--- src/rtl/imem_loader_pkg.sv ---
// Shared types and defaults for the boot-time memory loaders.
// Latency: n/a (types and constants only).
// Backpressure: n/a.
package imem_loader_pkg;

  localparam int DEF_DEPTH  = 256;
  localparam int DEF_DATA_W = 32;

  // Header length field is one bit wider than the word address so N==DEPTH fits.
  function automatic int hdr_width(input int addr_w);
    return addr_w + 1;
  endfunction

  localparam int HDR_W = hdr_width($clog2(DEF_DEPTH));

  typedef enum logic [2:0] {
    IDLE  = 3'd0,
    HDR   = 3'd1,
    LOAD  = 3'd2,
    CHECK = 3'd3,
    RUN   = 3'd4,
    ERROR = 3'd5
  } ldr_state_t;

endpackage

--- src/rtl/ldr_checksum.sv ---
// Modular (2^W) running sum of accepted words, with synchronous clear and add-enable.
// Latency: sum_o reflects an added word one cycle after add_i.
// Backpressure: none; the caller gates add_i with its own handshake.
module ldr_checksum
  import imem_loader_pkg::*;
#(
  parameter int W = DEF_DATA_W
) (
  input  logic         clk_i,
  input  logic         rst_i,
  input  logic         clr_i,
  input  logic         add_i,
  input  logic [W-1:0] data_i,
  output logic [W-1:0] sum_o
);

  // Accumulate; clear wins over add, carries out of bit W-1 are dropped.
  always_ff @(posedge clk_i) begin
    if (!rst_i)     sum_o <= '0;
    else if (clr_i) sum_o <= '0;
    else if (add_i) sum_o <= sum_o + data_i;
  end

endmodule

--- src/rtl/imem_boot_loader.sv ---
// Loads a header/payload/checksum word stream into instruction memory, then releases the CPU.
// Latency: imem write one cycle after each payload handshake; cpu_rst_o rises on the checksum edge, start_o one cycle later.
// Backpressure: ready_o high only in HDR/LOAD/CHECK; valid_i gaps stall the load indefinitely.
module imem_boot_loader
  import imem_loader_pkg::*;
#(
  parameter int DEPTH  = DEF_DEPTH,
  parameter int ADDR_W = $clog2(DEPTH),
  parameter int DATA_W = DEF_DATA_W
) (
  input  logic              clk_i,
  input  logic              rst_i,
  input  logic              load_req_i,
  input  logic [DATA_W-1:0] data_i,
  input  logic              valid_i,
  output logic              ready_o,
  output logic              imem_we_o,
  output logic [ADDR_W-1:0] imem_addr_o,
  output logic [DATA_W-1:0] imem_data_o,
  output logic              cpu_rst_o,
  output logic              start_o,
  output logic              err_o,
  output logic [ADDR_W:0]   words_o
);

  localparam int CNT_W = hdr_width(ADDR_W);
  localparam logic [CNT_W-1:0] DEPTH_N = CNT_W'(DEPTH);

  ldr_state_t        state, state_d;
  logic [CNT_W-1:0]  count, count_d, count_inc;
  logic [CNT_W-1:0]  nwords, nwords_d;
  logic [CNT_W-1:0]  hdr_n;
  logic [DATA_W-1:0] sum, wdata_d;
  logic [ADDR_W-1:0] addr_d;
  logic              xfer, sum_clr, sum_add;
  logic              ready_d, we_d, cpu_rst_d, start_d, err_d;

  assign xfer      = valid_i && ready_o;
  assign hdr_n     = data_i[CNT_W-1:0];
  assign count_inc = count + 1'b1;

  ldr_checksum #(.W(DATA_W)) u_sum (
    .clk_i  (clk_i),
    .rst_i  (rst_i),
    .clr_i  (sum_clr),
    .add_i  (sum_add),
    .data_i (data_i),
    .sum_o  (sum)
  );

  // State register.
  always_ff @(posedge clk_i) begin
    if (!rst_i) state <= IDLE;
    else        state <= state_d;
  end

  // Next-state and next-output decode; every output is registered from these values.
  always_comb begin
    state_d   = state;
    count_d   = count;
    nwords_d  = nwords;
    we_d      = 1'b0;
    addr_d    = imem_addr_o;
    wdata_d   = imem_data_o;
    cpu_rst_d = cpu_rst_o;
    start_d   = start_o;
    err_d     = err_o;
    sum_clr   = 1'b0;
    sum_add   = 1'b0;
    case (state)
      IDLE: begin
        if (load_req_i) begin
          state_d = HDR;
          count_d = '0;
        end
      end
      HDR: begin
        if (xfer) begin
          if (hdr_n == '0 || hdr_n > DEPTH_N) begin
            state_d = ERROR;
            err_d   = 1'b1;
          end else begin
            state_d  = LOAD;
            nwords_d = hdr_n;
            count_d  = '0;
            sum_clr  = 1'b1;
          end
        end
      end
      LOAD: begin
        if (xfer) begin
          we_d    = 1'b1;
          addr_d  = count[ADDR_W-1:0];
          wdata_d = data_i;
          sum_add = 1'b1;
          count_d = count_inc;
          if (count_inc == nwords) state_d = CHECK;
        end
      end
      CHECK: begin
        if (xfer) begin
          if (data_i == sum) begin
            state_d   = RUN;
            cpu_rst_d = 1'b1;
          end else begin
            state_d = ERROR;
            err_d   = 1'b1;
          end
        end
      end
      RUN: begin
        // A reload pulls the CPU back into reset on the same edge it is requested.
        if (load_req_i) begin
          state_d   = HDR;
          cpu_rst_d = 1'b0;
          start_d   = 1'b0;
          count_d   = '0;
        end else begin
          start_d = 1'b1;
        end
      end
      ERROR: begin
        cpu_rst_d = 1'b0;
        start_d   = 1'b0;
        if (load_req_i) begin
          state_d = HDR;
          err_d   = 1'b0;
          count_d = '0;
        end
      end
      default: state_d = IDLE;
    endcase
    ready_d = (state_d == HDR) || (state_d == LOAD) || (state_d == CHECK);
  end

  // Output and bookkeeping registers.
  always_ff @(posedge clk_i) begin
    if (!rst_i) begin
      ready_o     <= 1'b0;
      imem_we_o   <= 1'b0;
      imem_addr_o <= '0;
      imem_data_o <= '0;
      cpu_rst_o   <= 1'b0;
      start_o     <= 1'b0;
      err_o       <= 1'b0;
      words_o     <= '0;
      count       <= '0;
      nwords      <= '0;
    end else begin
      ready_o     <= ready_d;
      imem_we_o   <= we_d;
      imem_addr_o <= addr_d;
      imem_data_o <= wdata_d;
      cpu_rst_o   <= cpu_rst_d;
      start_o     <= start_d;
      err_o       <= err_d;
      words_o     <= count_d;
      count       <= count_d;
      nwords      <= nwords_d;
    end
  end

endmodule

--- config.mk ---
export PLATFORM = sky130hd
export DESIGN_NAME = imem_boot_loader
export DESIGN_NICKNAME = d
export VERILOG_FILES = /design/src/rtl/imem_loader_pkg.sv /design/src/rtl/ldr_checksum.sv /design/src/rtl/imem_boot_loader.sv
export SDC_FILE = /design/constraint.sdc
export NUM_CORES = 1
export LEC_CHECK = 0
export ABC_AREA = 1
export BUFFER_PORTS_ARGS = -buffer_cell sky130_fd_sc_hd__clkbuf_2
export CORE_ASPECT_RATIO = 1.2
export CORE_MARGIN = 1.5
export CORE_UTILIZATION = 50
export CTS_CLUSTER_DIAMETER = 30
export DETAILED_ROUTE_END_ITERATION = 7
export PLACE_DENSITY = 0.77
export SYNTH_ARGS = -nofsm -noshare
export SYNTH_HDL_FRONTEND = slang
export SYNTH_HIERARCHICAL = 1
export SYNTH_SLANG_ARGS = --single-unit
--- constraint.sdc ---
create_clock -name clk_i -period 3.6 [get_ports clk_i]
set_input_delay 0.36 -clock clk_i [delete_from_list [all_inputs] [get_ports clk_i]]
set_output_delay 0.36 -clock clk_i [all_outputs]
set_load 0.005 [all_outputs]
==> metrics.txt <==
Top delay family on crit path buffers and inverters; pre-CTS WS 1250 ps; clk buf depth 2; Port Buf Inserts 89; Die X 110 µm; most frequent cells in the layout 311 x nand2_1, 196 x nor2_1, 187 x inv_1; Power Density 333 mW/mm²; synthesis-to-finish area growth 12.7%; cts hold-fix bufs 0; Top-Level Pins 90; worst stage delay on the critical path 460 ps; number of antenna violations at the first check in global routing 0; Mean Syn Cell Area 6.06 µm²; total power draw 2.59 mW; Worst Hold Depth 3; CTS tree yes; R2R depth 7; critical path, cell by cell inv_1 > nor2_4 > nand3_4 > inv_2 > inv_1 > o21ai_0 > inv_1; final non-filler cell total 1,390; Top FF cell, synth dfxtp_1; gr ovfl total 0; Antenna Violating Nets Remaining 0; final setup TNS 0 ps; number of synthesized flops with an enable pin 0; synth top area cells dfxtp_1 28%, nand2_1 17%, nor2_1 11%, inv_1 10%, ha_1 5.8%; WP data arrival 2540 ps; Worst Path Buf+Inv 4; htree depth 3; fraction of layout cells with a size suffix above 1 12.1%; FFs w/ async S/R, synth 0%; CTS clk-pin slew, worst paths 70 ps; WHS Endpoint imem_data_o[30]; Seq/Total Area, Yosys 28.4%; final-layout fill cell count 1,331; placed cells 1,375; Slew @ Worst Pin 601 ps; worst-path fanout max 35; clock sink count 98; # resized after CTS 0; Rows 46; routed vias 7,056; CP max-delay cell inv_2; FF-to-FF End u_sum/sum_o[9]; dominant cell type by area after synthesis dfxtp_1; initial core utilization 51.7%; status complete, no violations; Reg2Reg Setup Slack 1290 ps; FF+latch area 0.00196 mm²; most common cell after layout, fill and taps aside nand2_1; Hold Vio Cnt, Final 0; total track usage 25.8%; Final #Nets 1,287; Post-CTS Setup Inserts 0; critical path data required time 3830 ps; element type at the critical path end register; RR Startpoint state[1]; drt total wl 18,400 µm; Tcrit/Tclk final 64.1%; FF+latch count, synth 98; most used cell, CP inv_1; Vias/cell 5.08; post-synth top area share 28.4%; post-detail-place hpwl 14,200 µm; number of global-route vias before repair 6,310; slew margin rel. 59.9%; max-slew violations 0; largest net degree at the start of global routing 52; Synth Instances 1,139; drt drc 0; Core Region 0.0134 mm²; diode count 0; wire length per cell 13.2 µm; syn_nets 1,208; Synth warnings 6; Distinct cells, synth 38; static leakage 4.15 nW; first-pass iteration count of the detailed router 5; Final Skew 11.4 ps; critical path type reg2reg; RSZ-0062 raised after global routing no; worst setup margin 1290 ps; Critical Path Start Type register; Max Cap Viol 0; RePlAce Congestion 0.961; Mapped Area 0.00690 mm²; DR iter-0 viols 616; post-layout util 58.2%; DIE AREA 0.0145 mm²; Hold Startpoint data_i[30]; first-pass GRT wire length 29,700 µm; Final min period 2310 ps; CTS root buf clkbuf_16; total CTS buffers 9; final setup fails 0; Skew-Pair Late Insertion Delay 350 ps; area of the multi-input gates 0.00410 mm²; VDD IR-drop max 0.234 mV; Die H 132 µm; FMAX 433 MHz; worst min-delay path class in2reg
-- how the worst max path moves through the flow --
stage                         start              end  slack (ps)  depth (start not counted)
final                      state[1]   u_sum/sum_o[9]        1290                          7
after global routing        ready_o  u_sum/sum_o[12]        1040                          9
after CTS                  state[1]   u_sum/sum_o[9]        1300                          9
after detailed placement    valid_i  u_sum/sum_o[11]        1250                         10
after global placement      valid_i  u_sum/sum_o[15]        1290                         10
after floorplan           data_i[0]  u_sum/sum_o[20]        1780                         12
-- power breakdown --
| part | switching [mW] | internal [mW] |
|---|---|---|
| Clock | 0.421 | 0.578 |
| Sequential | 0.0345 | 1.12 |
| Combinational | 0.287 | 0.154 |
| Total | 0.743 | 1.85 |
-- per-layer routing --
| metal | routed length [µm] | vias to the layer above | track usage [%] | share of wire [%] |
|---|---|---|---|---|
| li1 | - | 3663 | - | - |
| met2 | 8860 | 188 | 42.8 | 48 |
| met1 | 8350 | 3176 | 34.4 | 45 |
| met3 | 791 | 29 | 3.22 | 4.3 |
| met5 | 0 | - | 0 | 0 |
| met4 | 364 | 0 | 7.98 | 2.0 |
-- synthesized netlist by cell type, types with 3 or more instances --
master / instances
clkbuf_1: 13
buf_2: 6
nor2_1: 196
nand4_1: 7
xor2_1: 14
dfxtp_1: 98
nand2_2: 16
nor2_2: 6
o21bai_1: 3
ha_1: 32
inv_1: 188
nand2_1: 311
nor3_1: 5
nand3_1: 56
nor2_4: 4
a21oi_1: 47
a211oi_2: 7
o21ai_0: 68
a31oi_1: 6
xnor2_1: 32
-- worst register-to-register path, cell delays in order (launching register included) --
cell     delay (ps)
dfxtp_1         440
inv_1           120
nor2_4          140
nand3_4         310
inv_2           460
inv_1           380
o21ai_0         300
inv_1            70
-- logic make-up after synthesis --
| logic type | synth area share [%] |
|---|---|
| buffers and inverters | 12.2 |
| adder cells (fa/ha/maj) | 6.09 |
| flip-flops | 28.4 |
| AO/OA/AOI/OAI | 11.2 |
| XOR/XNOR | 5.84 |
| AND/OR/NAND/NOR | 36.3 |
-- per-stage QoR --
| stage | hold WS [ps] | instance area, µm² |
|---|---|---|
| 2_1_floorplan | 444 | 6900 |
| 3_3_place_gp | 443 | 7470 |
| 3_5_place_dp | 457 | 7470 |
| 4_1_cts | 327 | 7780 |
| 5_1_grt | 354 | 7780 |
| 6_report | 336 | 7780 |
-- sequential cells by signal, indices dropped and copies added, names as in the netlist --
| name | flops |
|---|---|
| imem_data_o | 32 |
| u_sum/sum_o | 32 |
| count | 9 |
| nwords | 9 |
| imem_addr_o | 8 |
| state | 3 |
| cpu_rst_o | 1 |
| err_o | 1 |
| imem_we_o | 1 |
| ready_o | 1 |
| start_o | 1 |
-- layout make-up --
cell class | instances | area share, %
flip-flops and latches | 98 | 25.2
repair buffers | 93 | 6.27
well taps | 168 | 2.70
clock inverters | 3 | 0.611
multi-input cells | 825 | 52.7
inverters | 191 | 9.22
clock buffers | 12 | 3.30
Power figures use the tool's default switching activity.
